`config.mk`:
```
export PLATFORM = sky130hd
export DESIGN_NAME = psum_collector
export DESIGN_NICKNAME = d
export VERILOG_FILES = /design/src/rtl/psum_collector.sv
export SDC_FILE = /design/constraint.sdc
export NUM_CORES = 1
export LEC_CHECK = 0
export BUFFER_PORTS_ARGS = -buffer_cell sky130_fd_sc_hd__buf_2
export CAP_MARGIN = 20
export CORE_MARGIN = 1
export CORE_UTILIZATION = 35
export CTS_BUF_LIST = sky130_fd_sc_hd__clkbuf_2
export DETAILED_ROUTE_END_ITERATION = 10
export PLACE_DENSITY = 0.63
export SKIP_LAST_GASP = 1
export SYNTH_ARGS = -nofsm -noshare
export SYNTH_HDL_FRONTEND = slang
export SYNTH_SLANG_ARGS = --single-unit
```
`constraint.sdc`:
```
create_clock -name clk -period 7.9 [get_ports clk]
set_input_delay 1.58 -clock clk [delete_from_list [all_inputs] [get_ports clk]]
set_output_delay 1.58 -clock clk [all_outputs]
set_load 0.03 [all_outputs]
```
`src/rtl/psum_collector.sv`:
```
// psum_collector: gathers PE partial sums into dot products, requantizes the final sum and queues results in a FIFO.
module psum_collector #(
  parameter int SIZEIN = 16,
  parameter int SIZEOUT = 40,
  parameter int DEPTH = 4
) (
  input  logic                       clk,
  input  logic                       rst,
  input  logic                       in_valid,
  input  logic                       in_last,
  input  logic signed [SIZEOUT-1:0]  psum_in,
  output logic                       in_ready,
  input  logic [4:0]                 shift,
  output logic signed [SIZEOUT-1:0]  fb_psum,
  output logic                       fb_clear,
  output logic                       out_valid,
  input  logic                       out_ready,
  output logic signed [SIZEIN-1:0]   out_data,
  output logic [$clog2(DEPTH):0]     count,
  output logic                       sat_flag
);
  localparam int AW = $clog2(DEPTH);
  localparam logic signed [SIZEOUT:0] MAXV = {{(SIZEOUT-SIZEIN+2){1'b0}}, {(SIZEIN-1){1'b1}}};
  localparam logic signed [SIZEOUT:0] MINV = ~MAXV;
  typedef enum logic {IDLE, ACC} state_t;
  state_t state, state_nx;
  logic accept, launch, pop, s1_valid, clamped;
  logic signed [SIZEOUT:0] rnd, sum, sh;
  logic signed [SIZEIN-1:0] q, s1_data;
  logic signed [SIZEIN-1:0] mem [DEPTH];
  logic [AW-1:0] wptr, rptr;
  // stage 1 counts against capacity so an accepted last beat always has a FIFO slot
  assign in_ready = ({1'b0, count} + (AW+2)'(s1_valid)) < (AW+2)'(DEPTH);
  assign accept = in_valid && in_ready;
  assign launch = accept && in_last;
  assign fb_clear = state == IDLE;
  assign out_valid = count != 0;
  assign pop = out_valid && out_ready;
  assign out_data = mem[rptr];
  always_comb begin
    state_nx = accept ? (in_last ? IDLE : ACC) : state;
    rnd = shift != 0 ? (SIZEOUT+1)'(1) << (shift - 5'd1) : '0;
    sum = $signed({psum_in[SIZEOUT-1], psum_in}) + rnd;
    sh = sum >>> shift;
    clamped = sh > MAXV || sh < MINV;
    q = sh > MAXV ? MAXV[SIZEIN-1:0] : sh < MINV ? MINV[SIZEIN-1:0] : sh[SIZEIN-1:0];
  end
  always_ff @(posedge clk) begin
    if (rst) begin
      state <= IDLE;
      fb_psum <= '0;
      s1_valid <= 1'b0;
      wptr <= '0;
      rptr <= '0;
      count <= '0;
      sat_flag <= 1'b0;
    end else begin
      state <= state_nx;
      if (accept) fb_psum <= in_last ? '0 : psum_in;
      s1_valid <= launch;
      sat_flag <= sat_flag | (launch & clamped);
      if (s1_valid) wptr <= wptr + 1'b1;
      if (pop) rptr <= rptr + 1'b1;
      count <= count + (AW+1)'(s1_valid) - (AW+1)'(pop);
    end
  end
  always_ff @(posedge clk) begin
    if (launch) s1_data <= q;
    if (s1_valid) mem[wptr] <= s1_data;
  end
endmodule

```
# Yosys cells after proc, flatten, opt, wreduce, memory -nomap -nowiden
# Memories as Yosys holds them, arrays and structs flattened. A register that Yosys moved wholly into a read port is not among the register bits.
# Cells that the tools add are included.
totals:
  register_bits: 66
  mem_bits_rw: 64
  out_inout_bits: 63
  word_cells: 38
  mem_count: 1
op_classes:
  add_sub_neg: 7
  order_cmp: 3
  n_shift: 2
  n_mux: 8
  n_bitwise: 3
  n_reduce_logical: 6
mem_list:
  columns: ["memory", "words", "word_bits", "rd", "rd_ports_with_merged_regs", "wr", "line", "text"]
  rows:
  - ["mem", 4, 16, 1, 1, 1, "30", "logic signed [SIZEIN-1:0] mem [DEPTH];"]
op_table:
  columns: ["operator", "n"]
  rows:
  - ["40-bit by 41-bit adder with 41-bit output", 1]
  - ["41-bit by 16-bit greater-than comparator with 1-bit output (second input constant)", 1]
  - ["41-bit by 16-bit less-than comparator with 1-bit output (second input constant)", 1]
  - ["41-bit 2-to-1 mux", 1]
  - ["1-bit by 5-bit << shifter with 41-bit output (first input constant)", 1]
  - ["41-bit by 5-bit >>> shifter with 41-bit output", 1]
  - ["40-bit 2-to-1 mux", 1]
  - ["16-bit 2-to-1 mux", 1]
  - ["5-bit nonzero test", 1]
  - ["5-bit by 1-bit subtractor with 5-bit output (second input constant)", 1]
  - ["2-bit by 1-bit adder with 2-bit output (second input constant)", 2]
  - ["3-bit by 1-bit adder with 4-bit output", 1]
  - ["4-bit by 3-bit less-than comparator with 1-bit output (second input constant)", 1]
  - ["2-bit 2-to-1 mux", 2]
  - ["3-bit by 1-bit adder with 3-bit output", 1]
  - ["1-bit logical AND", 3]
  - ["1-bit 2-to-1 mux", 3]
  - ["3-bit nonzero test", 1]
  - ["3-bit by 1-bit subtractor with 3-bit output", 1]
  - ["1-bit AND", 1]
  - ["1-bit logical OR", 1]
  - ["1-bit NOT", 1]
  - ["1-bit OR", 1]

# Longest topological paths before layout
logic_depth:
  depth_word: 9
  depth_mapped: 23

# Worst setup path before layout
# No wires, ideal clock.
synth_path:
  path_type: "input port to flip-flop"
  from: "input shift[1]"
  to: "register s1_data[14] (data pin)"
  arrival_time_ns: 6.328
  required_time_ns: 7.639
  path_slack_ns: 1.311
  cell_stages: 21
  path_buffers: 5
  path_cell_list: "clkbuf_1 -> clkbuf_1 -> buf_2 -> nand2_1 -> clkbuf_1 -> nor3_1 -> ha_1 -> a211oi_1 -> o21ai_2 -> a211oi_2 -> o32ai_4 -> or4_1 -> nand3_1 -> o22ai_4 -> a221oi_4 -> or3b_1 -> nor4_2 -> a32oi_1 -> o21ai_1 -> buf_4 -> o21ai_1"
synth_between:
  elab_chain_cells: 7
synth_rtl:
  columns: ["element", "line", "text"]
  rows:
  - ["start: declaration", "13", "input logic [4:0] shift,"]
  - ["5-bit by 1-bit subtractor with 5-bit output", "42", "rnd = shift != 0 ? (SIZEOUT+1)'(1) << (shift - 5'd1) : '0;"]
  - ["1-bit by 5-bit << shifter with 41-bit output", "42", null]
  - ["41-bit 2-to-1 mux", "42", null]
  - ["40-bit by 41-bit adder with 41-bit output", "43", "sum = $signed({psum_in[SIZEOUT-1], psum_in}) + rnd;"]
  - ["41-bit by 5-bit >>> shifter with 41-bit output *", "44", "sh = sum >>> shift;"]
  - ["41-bit by 16-bit less-than comparator with 1-bit output", "46", "q = sh > MAXV ? MAXV[SIZEIN-1:0] : sh < MINV ? MINV[SIZEIN-1:0] : sh[SIZEIN-1:0];"]
  - ["16-bit 2-to-1 mux", "46", null]
  - ["end signal: assignment", "68", "if (launch) s1_data <= q;"]
  - ["end: declaration", "29", "logic signed [SIZEIN-1:0] q, s1_data;"]
# Mark *: on every way between the ends. The rest lies on a longest branch, timed or not.
# A chain may end at the register's enable or synchronous reset.

# Final worst setup path
layout_path:
  from: "input shift[3]"
  to: "register s1_data[1] (data pin)"
# The elaborated chain is that of the path after synthesis.

==> summary.json <==
{
  "synth_edf_count": 80,
  "synthArstFlopShare_pct": 0,
  "grt_antenna_before_repair": 1,
  "grt_max_degree": 84,
  "total_number_of_vias": 11270,
  "cts.sinks": 132,
  "drive_above_1_share_pct": 21.4,
  "synth_warnings": 0,
  "grtUsageTotal_pct": 23.7,
  "die_area_mm2": 0.0326,
  "worstMarginPinSlew_ns": 0.914,
  "filler_cell_count": 3125,
  "holdCritStartpoint": "state$_SDFFE_PP0P_",
  "total_power_mw": 2.10,
  "routed_via_density": 6.20,
  "worst_hold_path.num_cells": 2,
  "status": "finished, final reports clean",
  "post-synth-top-area-cell": "sky130_fd_sc_hd__edfxtp_1",
  "final_hold_viols": 0,
  "globalRouteOverflowTotal": 0,
  "dieWidth_um": 180,
  "cts_htree_levels": 4,
  "synth_compound_gate_area_share_pct": 25.9,
  "yosys.cell_count.top_type": "sky130_fd_sc_hd__nor2_1",
  "max_freq_mhz": 152,
  "post_cts_buffers": 0,
  "power_leakage_nw": 4.80,
  "mappedNetlistArea_mm2": 0.0111,
  "setup_total_negative_slack_ns": 0,
  "synth_cells": 1292,
  "first_pass_iters": 7,
  "initial_core_utilization_pct": 36.0,
  "post-route-worst-setup-slack_ns": 1.31,
  "worstSkewPairLatency_ns": 0.82,
  "final_max_slew_viol_count": 0,
  "maxSlewHeadroom_pct": 38.9,
  "worstPathArrival_ns": 7.21,
  "clk_root_buffer_cell": "sky130_fd_sc_hd__clkbuf_2",
  "io_buffer_count": 112,
  "combinational_family_with_the_most_area_after_synthesis": "compound AO/OA/AOI/OAI gates",
  "ff2ff_setup_slack_ns": 5.44,
  "post_synth_main_area_contributors": "sky130_fd_sc_hd__edfxtp_1 (22%), sky130_fd_sc_hd__dfxtp_1 (9.3%), sky130_fd_sc_hd__a21oi_1 (6.0%), sky130_fd_sc_hd__nor2_1 (5.1%), sky130_fd_sc_hd__mux4_2 (4.6%)",
  "required_time_worst_endpoint_ns": 8.52,
  "routed_wl_um": 38900,
  "ys_dominant_reg_cell": "sky130_fd_sc_hd__edfxtp_1",
  "clk_path_buf_depth": 2,
  "synth_common_cells": "sky130_fd_sc_hd__nor2_1 (151), sky130_fd_sc_hd__a21oi_1 (134), sky130_fd_sc_hd__nand2_1 (92), sky130_fd_sc_hd__edfxtp_1 (80), sky130_fd_sc_hd__clkbuf_1 (56)",
  "dp_slack_ns": 0.713,
  "timing.rr.start": "count[1]$_SDFF_PP0_",
  "synth_simple_gate_area_share_pct": 22.1,
  "fin_crit_sh_pct": 83.4,
  "detail_route.iter0.violations": 1167,
  "drc": 0,
  "dp_hpwl_um": 30100,
  "post_cts.resized_instances": 0,
  "antenna_left": 0,
  "ir_worst_vdd_mv": 0.102,
  "synth_mux_area_share_pct": 9.58,
  "drv_cap": 0,
  "synthXorXnorAreaFrac_pct": 2.11,
  "timing.rr.end": "s1_data[10]$_SDFFCE_PN1P_",
  "rows": 64,
  "fp.coreArea_mm2": 0.0310,
  "min_path_type": "flop to flop",
  "rr_worst_depth": 6,
  "route.detailed.wl_per_inst_um": 21.4,
  "count_of_hold_buffers_inserted_by_post_cts_repair": 0,
  "worst_setup_path_start_kind": "input port",
  "hold-path-endpoint": "state$_SDFFE_PP0P_",
  "cts_tree": "built",
  "grt_pass1_wl_um": 60400,
  "setup-violations-final": 0,
  "place_congestion": 0.982,
  "fp.dieH_um": 180,
  "synth_sequential_area_ratio_pct": 30.9,
  "synth_top_area_share_pct": 21.6,
  "ff_latch_count_synth": 132,
  "synth_nets": 1383,
  "cts_inserted_buffers": 17,
  "clock_transition_at_the_registers_of_the_reported_paths_ns": 0.19,
  "crit_fanout": 11,
  "rsz0062_at_grt": "false",
  "synth_adder_area_share_pct": 4.74,
  "synth_cell_types": 100,
  "avgSynthCellArea_um2": 8.62,
  "grt_pass1_vias": 10752,
  "num-nets-final": 1501,
  "power_density_mw_per_mm2": 166,
  "criticalPathCategory": "input port to flop",
  "final.min_clock_period_ns": 6.59,
  "areaGrowthSynthToFinish_pct": 13.8,
  "element_type_at_the_critical_path_end": "flop",
  "io-pin-count": 113,
  "final.setup_skew_ns": 0.0779
}
==> placed cells by master, fill, tap and decap left out, drive strengths merged, types with 10 or more instances in the layout <==
cell type,instances
o21a,15
nand2,92
nor3,41
o21ai,62
edfxtp,80
nor3b,39
a211oi,39
mux4,23
buf,194
dfxtp,52
nand4,27
inv,31
clkbuf,17
a21oi,143
nor2,152
xor2,11
ha,39
xnor2,15
mux2i,47
o211ai,26
nand3,38
a31oi,12
or3,14
and2,11
o22ai,11
nor4,18
a21o,10
==> cells by family after synthesis <==
kind of cell	count (synthesis)
and+or+nand+nor	474
AOI/OAI and AO/OA	420
DFF	132
buffers and inverters	121
muxes	77
adders and majority gates	41
xor gates and xnor gates	26
other	1
==> layer usage <==
metal | track usage, % | share of wire, % | vias to the layer above
met3 | 4.10 | 7.1 | 112
li1 | - | - | 5205
met5 | 0 | 0 | -
met2 | 39.2 | 46 | 559
met1 | 30.0 | 42 | 5394
met4 | 11.2 | 4.0 | 0
==> how the worst max path moves through the flow <==
stage                  start                   endpoint  slack, ns  depth (start not counted)
floorplan           shift[1]  s1_data[14]$_SDFFCE_PN1P_       1.31                         21
global placement    shift[3]  s1_data[14]$_SDFFCE_PN1P_       0.60                         21
detailed placement  shift[3]  s1_data[14]$_SDFFCE_PN1P_       0.71                         19
CTS                 shift[3]   s1_data[1]$_SDFFCE_PN1P_       1.58                         20
global route        shift[1]   s1_data[1]$_SDFFCE_PN1P_       1.09                         19
finish              shift[3]   s1_data[1]$_SDFFCE_PN1P_       1.31                         19
==> sequential cells by signal (all words and copies together), names as in the netlist, named ones only <==
| name | flops |
|---|---|
| fb_psum | 40 |
| count | 3 |
| sat_flag | 1 |
| rptr | 2 |
| s1_data | 16 |
| wptr | 2 |
| mem | 64 |
| s1_valid | 1 |
| state | 1 |
==> through the flow <==
stage / cells / cell area [um2] / hold WS (ns) / util [%]
after floorplan: 1292 / 11100 / 0.459 / -
after global placement: 1786 / 12400 / 0.455 / 40.0
after detailed placement: 1787 / 12400 / 0.452 / 40.1
after CTS: 1818 / 12700 / 0.481 / 40.9
after global routing: 1819 / 12700 / 0.513 / 40.9
final: 1819 / 12700 / 0.476 / 40.9
==> worst max-delay path, stage by stage <==
cell,delay (ns)
sky130_fd_sc_hd__buf_2,0.10
sky130_fd_sc_hd__inv_1,0.18
sky130_fd_sc_hd__nor2_1,0.59
sky130_fd_sc_hd__nand2_1,0.30
sky130_fd_sc_hd__nor2_1,0.23
sky130_fd_sc_hd__ha_1,0.33
sky130_fd_sc_hd__a21oi_1,0.28
sky130_fd_sc_hd__o21ai_0,0.24
sky130_fd_sc_hd__a22o_1,0.30
sky130_fd_sc_hd__o211a_1,0.28
sky130_fd_sc_hd__o21ai_0,0.41
sky130_fd_sc_hd__a21oi_1,0.20
sky130_fd_sc_hd__o32ai_1,0.79
sky130_fd_sc_hd__o211ai_1,0.24
sky130_fd_sc_hd__a211oi_1,0.30
sky130_fd_sc_hd__nand4_1,0.19
sky130_fd_sc_hd__o31ai_4,0.25
sky130_fd_sc_hd__a21oi_2,0.22
sky130_fd_sc_hd__o21ai_2,0.18
==> power by group <==
group	switching (mW)	internal (mW)
registers	0.0388	0.779
clock network	0.308	0.154
logic	0.518	0.302
total	0.865	1.24
==> layout make-up <==
class	count	area, um2	share of cell area [%]
Clock inverter	14	168	1.32
Antenna cell	1	2.50	0.0197
Clock buffer	17	85.1	0.671
Timing Repair Buffer	194	1200	9.43
Inverter	26	97.6	0.770
Sequential cell	132	3440	27.2
Multi-Input combinational cell	1039	7190	56.7
Tap cell	396	495	3.91
(Power assumes the default switching activity.)
